`config.mk`:
```
export PLATFORM = sky130hd
export DESIGN_NAME = pb_gesture_decoder
export DESIGN_NICKNAME = d
export VERILOG_FILES = /design/src/rtl/pb_gesture_decoder.sv
export SDC_FILE = /design/constraint.sdc
export NUM_CORES = 1
export LEC_CHECK = 0
export CAP_MARGIN = 15
export CORE_UTILIZATION = 47
export DETAILED_ROUTE_END_ITERATION = 10
export DONT_BUFFER_PORTS = 1
export RECOVER_POWER = 100
export SLEW_MARGIN = 30
export SYNTH_ARGS = -nofsm -noshare
export SYNTH_HDL_FRONTEND = slang
export SYNTH_SLANG_ARGS = --single-unit
```
`constraint.sdc`:
```
create_clock -name i_clk -period 3.6 [get_ports i_clk]
set_input_delay 0.54 -clock i_clk [delete_from_list [all_inputs] [get_ports i_clk]]
set_output_delay 0.54 -clock i_clk [all_outputs]
set_load 0.01 [all_outputs]
```
`src/rtl/pb_gesture_decoder.sv`:
```
// pb_gesture_decoder
// Classifies debounced push-button press/release pulses into short press,
// long press, auto-repeat and double-click gestures. Each gesture is posted
// as a 2-bit code into a depth-1 event slot with a valid/ack handshake.
//
// Ports:
//   i_clk            system clock, rising edge
//   i_reset_n        asynchronous active-low reset
//   i_pb_down        one-cycle pulse, button pressed (debounced)
//   i_pb_up          one-cycle pulse, button released (debounced)
//   i_event_ack      consumer accepts the pending event
//   i_clear_overflow clears the sticky overflow flag
//   o_event_code     0 = short, 1 = long, 2 = double, 3 = repeat
//   o_event_valid    event pending, held until acked
//   o_overflow       sticky, an event was dropped
//   o_debug          {state[2:0], valid, overflow, code[1:0], i_pb_down}
module pb_gesture_decoder #(
  parameter int TICK_DIV     = 1000,
  parameter int LONG_TICKS   = 500,
  parameter int DOUBLE_TICKS = 250,
  parameter int REPEAT_TICKS = 100
) (
  input  logic       i_clk,
  input  logic       i_reset_n,
  input  logic       i_pb_down,
  input  logic       i_pb_up,
  input  logic       i_event_ack,
  input  logic       i_clear_overflow,
  output logic [1:0] o_event_code,
  output logic       o_event_valid,
  output logic       o_overflow,
  output logic [7:0] o_debug
);

  localparam int                 PRESC_W    = $clog2(TICK_DIV);
  localparam logic [PRESC_W-1:0] PRESC_LAST = PRESC_W'(TICK_DIV - 1);
  localparam logic [31:0]        LONG_T     = 32'(LONG_TICKS);
  localparam logic [31:0]        DOUBLE_T   = 32'(DOUBLE_TICKS);
  localparam logic [31:0]        REPEAT_T   = 32'(REPEAT_TICKS);
  localparam bit                 REPEAT_EN  = (REPEAT_TICKS != 0);

  localparam logic [1:0] EV_SHORT  = 2'd0;
  localparam logic [1:0] EV_LONG   = 2'd1;
  localparam logic [1:0] EV_DOUBLE = 2'd2;
  localparam logic [1:0] EV_REPEAT = 2'd3;

  // IDLE must encode as 0 so that o_debug reads 0 out of reset.
  typedef enum logic [2:0] {
    S_IDLE      = 3'd0,
    S_PRESSED1  = 3'd1,
    S_LONG_HELD = 3'd2,
    S_RELEASED1 = 3'd3,
    S_PRESSED2  = 3'd4
  } state_t;

  state_t             r_state;
  state_t             w_state_nxt;
  logic [PRESC_W-1:0] r_presc;
  logic [15:0]        r_tick;
  logic [1:0]         r_code;
  logic               r_valid;
  logic               r_overflow;

  logic               w_down;
  logic               w_up;
  logic               w_tick_evt;
  logic [15:0]        w_tick_inc;
  logic [15:0]        w_tick_nxt;
  logic               w_hit_long;
  logic               w_hit_double;
  logic               w_hit_repeat;
  logic               w_post;
  logic [1:0]         w_post_code;
  logic               w_restart;
  logic               w_clr_cnt;
  logic               w_drop;

  // Simultaneous press and release pulses are contradictory; drop both.
  assign w_down = i_pb_down & ~i_pb_up;
  assign w_up   = i_pb_up & ~i_pb_down;

  // Thresholds are judged on the value the tick count takes at this edge, so
  // an event lands exactly on edge N*TICK_DIV after the counters cleared.
  assign w_tick_evt   = (r_presc == PRESC_LAST);
  assign w_tick_inc   = (r_tick == 16'hFFFF) ? r_tick : r_tick + 16'd1;
  assign w_tick_nxt   = w_tick_evt ? w_tick_inc : r_tick;
  assign w_hit_long   = w_tick_evt && ({16'd0, w_tick_nxt} == LONG_T);
  assign w_hit_double = w_tick_evt && ({16'd0, w_tick_nxt} == DOUBLE_T);
  assign w_hit_repeat = REPEAT_EN && w_tick_evt && ({16'd0, w_tick_nxt} == REPEAT_T);

  always_ff @(posedge i_clk or negedge i_reset_n) begin
    if (!i_reset_n) begin
      r_state <= S_IDLE;
    end else begin
      r_state <= w_state_nxt;
    end
  end

  // Button pulses are checked before the timers so that a release on the
  // long edge, or a press on the window-expiry edge, takes precedence.
  always_comb begin
    w_state_nxt = r_state;
    w_post      = 1'b0;
    w_post_code = EV_SHORT;
    w_restart   = 1'b0;
    case (r_state)
      S_IDLE: begin
        if (w_down) begin
          w_state_nxt = S_PRESSED1;
        end
      end
      S_PRESSED1: begin
        if (w_up) begin
          w_state_nxt = S_RELEASED1;
        end else if (w_hit_long) begin
          w_state_nxt = S_LONG_HELD;
          w_post      = 1'b1;
          w_post_code = EV_LONG;
        end
      end
      S_LONG_HELD: begin
        if (w_up) begin
          w_state_nxt = S_IDLE;
        end else if (w_hit_repeat) begin
          w_post      = 1'b1;
          w_post_code = EV_REPEAT;
          w_restart   = 1'b1;
        end
      end
      S_RELEASED1: begin
        if (w_down) begin
          w_state_nxt = S_PRESSED2;
          w_post      = 1'b1;
          w_post_code = EV_DOUBLE;
        end else if (w_hit_double) begin
          w_state_nxt = S_IDLE;
          w_post      = 1'b1;
          w_post_code = EV_SHORT;
        end
      end
      S_PRESSED2: begin
        if (w_up) begin
          w_state_nxt = S_IDLE;
        end
      end
      default: begin
        w_state_nxt = S_IDLE;
      end
    endcase
  end

  // Timing restarts on every state change and after each repeat.
  assign w_clr_cnt = (w_state_nxt != r_state) || w_restart;

  always_ff @(posedge i_clk or negedge i_reset_n) begin
    if (!i_reset_n) begin
      r_presc <= '0;
      r_tick  <= 16'd0;
    end else if (w_clr_cnt) begin
      r_presc <= '0;
      r_tick  <= 16'd0;
    end else if (w_tick_evt) begin
      r_presc <= '0;
      r_tick  <= w_tick_inc;
    end else begin
      r_presc <= r_presc + PRESC_W'(1);
    end
  end

  // Depth-1 slot: the oldest unacked event is kept, newer ones are dropped.
  assign w_drop = w_post && r_valid && !i_event_ack;

  always_ff @(posedge i_clk or negedge i_reset_n) begin
    if (!i_reset_n) begin
      r_code  <= EV_SHORT;
      r_valid <= 1'b0;
    end else if (w_post) begin
      if (!r_valid || i_event_ack) begin
        r_code  <= w_post_code;
        r_valid <= 1'b1;
      end
    end else if (i_event_ack) begin
      r_valid <= 1'b0;
    end
  end

  // A fresh drop outranks a clear request in the same cycle.
  always_ff @(posedge i_clk or negedge i_reset_n) begin
    if (!i_reset_n) begin
      r_overflow <= 1'b0;
    end else if (w_drop) begin
      r_overflow <= 1'b1;
    end else if (i_clear_overflow) begin
      r_overflow <= 1'b0;
    end
  end

  assign o_event_code  = r_code;
  assign o_event_valid = r_valid;
  assign o_overflow    = r_overflow;
  assign o_debug       = {r_state, r_valid, r_overflow, r_code, i_pb_down};

endmodule

```
==> impl_metrics.tcl <==
set metrics [dict create \
    min_path_type "input port to flop" \
    hpwlAfterDp_mm 4.17 \
    cp_slowest_cell "dfrtp_1" \
    worst_slew_pin_slew_ps 1860 \
    utilization_pct 50.2 \
    post_synth_xor_area_fraction_pct 3.83 \
    register_area_um2 826 \
    sw_frac_of_total_pct 35.8 \
    design.die.area_mm2 0.00564 \
    synth_top_family_by_area "simple AND/OR/NAND/NOR gates" \
    postPlaceCellArea_mm2 0.00249 \
    vias 2139 \
    yosys_most_used_dff "dfrtp_1" \
    synth_fa_ha_area_share_pct 0.996 \
    io_buffer_count 0 \
    cts-buffers-inserted 5 \
    synthesis.instances 286 \
    final-setup-viol-count 0 \
    compound_gate_fraction_of_synth_area_pct 20.8 \
    cp_data_arrival_time_ps 3610 \
    gp_congestion 0.833 \
    synthToLayoutAreaGrowth_pct 2.69 \
    final.setup.tns_ps 0 \
    reg2reg_depth 9 \
    synthArstFlopShare_pct 100 \
    worst_setup_path_end "r_tick[15]$_DFF_PN0_" \
    drt_first_iter_violations 115 \
    maxSlewViolCount 34 \
    synth_area_leader_cell "dfrtp_1" \
    synthTopCellsByArea "dfrtp_1 33%, nor2_1 5.2%, nand3_1 3.2%" \
    start_kind "flop" \
    grt_antenna_before_repair 0 \
    fmax_mhz 293 \
    grt_pass1_vias 1971 \
    synth.avg_cell_area_um2 8.79 \
    clock_sink_count 33 \
    die_h_um 75.1 \
    global_route.overflow_total 0 \
    rsz0062_at_grt "false" \
    failed_checks "capacitance limit, slew limit" \
    top_cell_type_s_share_of_synthesized_area_pct 32.9 \
    timing.rr.end "r_tick[15]$_DFF_PN0_" \
    power.share.sequential_pct 43.0 \
    drt-wirelength-per-cell_um 16.8 \
    series_of_cell_instances_along_the_critical_path "ha_1, nand3_2, nor4_4, nor2_2, a22o_1, and4_4, a211oi_2, o21ai_4, a311oi_1" \
    finish.instance_area_mm2 0.00258 \
    clk_path_buf_depth 2 \
    finalCritPeriodShare_pct 94.9 \
    globalRouteTotalUtil_pct 22.6 \
    design.final.nets 286 \
    criticalPathCategory "flop to flop" \
    timing.critical_path.required_ps 3800 \
    ir_drop_uv 243 \
    grt_first_pass_wirelength_mm 9.43 \
    ys_seq_area_share_pct 32.9 \
    final_layout_size_suffix_gt1_share_pct 15.1 \
    grt_max_degree 34 \
    wirelength_mm 5.87 \
    cts_tree "done" \
    result_of_the_run "finished, violations left" \
    rr_startpoint "r_tick[0]$_DFF_PN0_" \
    htree_num_levels 2 \
    pwr-share-comb_pct 23.8 \
    number_of_enable_type_register_cells_in_the_synthesized_netlist 0 \
    clkLatencyLatePin_ps 300 \
    cts.root.buffer_cell "clkbuf_8" \
    num_antenna_cells 0 \
    relSlewSlack_pct -24.0 \
    final_layout_fill_cell_count 523 \
    net-switching-power_mw 0.405 \
    cell_internal_pwr_mw 0.726 \
    synth.distinct_cells 73 \
    cts.reportedPaths.clkPinSlew_ps 70 \
    drt_drc_violations_left 0 \
    ctsResizeCount 0 \
    r2r_setup_slack_ps 190 \
    final_period_minus_worst_setup_slack_ps 3410 \
    netlist_area_mm2 0.00251 \
    yosys_register_bits 33 \
    core-area_mm2 0.00514 \
    maxCapViolCount 1 \
    post_synth_and_or_nand_nor_area_fraction_pct 32.9 \
    nets_in_the_synthesized_netlist 294 \
    initial_utilization_pct 48.9 \
    ys_warn_count 0 \
    area_of_the_multi_input_gates_mm2 0.00146 \
    synth_most_common_cell "nor2_1" \
    num_io_pins 18 \
    netlist_top_cells_count "35 x nor2_1, 33 x dfrtp_1, 20 x nand2_1, 16 x nand3_1" \
    die_x_um 75.1 \
    crit_path_max_fanout 25 \
    multiplexer_area_fraction_after_synthesis_pct 0.796 \
    cp-startpoint "r_tick[0]$_DFF_PN0_" \
    rows 26 \
    power-per-cell-area_mw_per_mm2 438 \
    leakagePower_nw 1.03 \
    timing.clock.skew_ps 7.19 \
    endpoint_kind "flop" \
    via_per_inst 6.13 \
    final_hold_viol_count 0 \
    cpPeakStageDelay_ps 510 \
    clock_network_fraction_of_design_power_pct 33.2 \
    drt_pre_antenna_iters 4 \
    final_antenna_net_count 0 \
]
cell usage in the layout (no fill, tap or decap), drive strengths merged, types with 4 or more instances in the layout:
cell type and n:
nor2 36, dfrtp 33, nand2 20, nand3 18, o21ai 14, a21oi 11, inv 10, and3 10
nor3 9, xnor2 8, nand4 8, clkbuf 8, buf 6, and2 6, a211oi 6, nor4 5
a311oi 4, o22ai 4, and4 4
cell type report:
cell class / instances / area share (%)
Clock buffer: 6 / 3.20
Clock inverter: 2 / 1.45
Inverter: 10 / 1.45
Multi-Input combinational cell: 220 / 56.5
Sequential cell: 33 / 32.0
Tap cell: 70 / 3.39
Timing Repair Buffer: 8 / 2.04
power by group through the flow:
stage                     Sequential [mW]  Combinational [mW]  Clock, mW
after floorplan                     0.468               0.300          0
after global placement              0.496               0.281          0
after detailed placement            0.496               0.278          0
after CTS                           0.488               0.291      0.387
after global routing                0.498               0.300      0.399
final                               0.487               0.269      0.375
how the worst min path moves through the flow:
stage | depth (start not counted) | start | endpoint | slack, ps
finish | 2 | i_clear_overflow | o_overflow$_DFFE_PN0P_ | 430
global route | 2 | i_clear_overflow | o_overflow$_DFFE_PN0P_ | 450
CTS | 1 | i_reset_n | r_presc[5]$_DFF_PN0_ | 70
detailed placement | 0 | i_reset_n | o_overflow$_DFFE_PN0P_ | 250
global placement | 0 | i_reset_n | r_presc[8]$_DFF_PN0_ | 250
floorplan | 0 | i_reset_n | o_event_code[0]$_DFFE_PN0P_ | 240
cell families after synthesis:
| kind of cell | after synthesis |
|---|---|
| buffers and inverters | 33 |
| xor gates and xnor gates | 11 |
| adders and majority gates | 2 |
| and+or+nand+nor | 135 |
| muxes | 2 |
| AOI/OAI and AO/OA | 70 |
| DFF | 33 |
critical path: cells and delay by family (launching register included):
| family | cells | cell delay [ps] |
|---|---|---|
| DFF | 1 | 510 |
| and+or+nand+nor | 4 | 1170 |
| adders and majority gates | 1 | 370 |
| AOI/OAI and AO/OA | 4 | 1260 |
sequential cells by signal, summed over array words and instances (netlist names):
register and flops:
o_event_code 2, r_presc 10, r_tick 16, o_overflow 1, r_state 3, o_event_valid 1
layer usage:
layer,share of wire (%),vias to the layer above,GRT usage (%)
li1,-,1039,-
met1,49,1036,30.4
met2,45,55,37.0
met3,4.8,9,4.55
met4,1.4,0,6.58
met5,0,-,0
per-stage QoR:
stage	std cells	worst slack, ps	power (mW)	hold WS [ps]
finish	349	185	1.13	433
global placement	340	320	0.777	245
CTS	349	281	1.17	73.2
detailed placement	340	304	0.774	245
floorplan	286	725	0.768	244
global route	349	34.7	1.20	447
what timing repair did:
item | CTS | global route
hold buffers | 1 | 0
endpoints found under the hold margin | 33 | 0
setup endpoints to repair | 0 | 0
setup buffers | 0 | 0
Power figures use the tool's default switching activity.
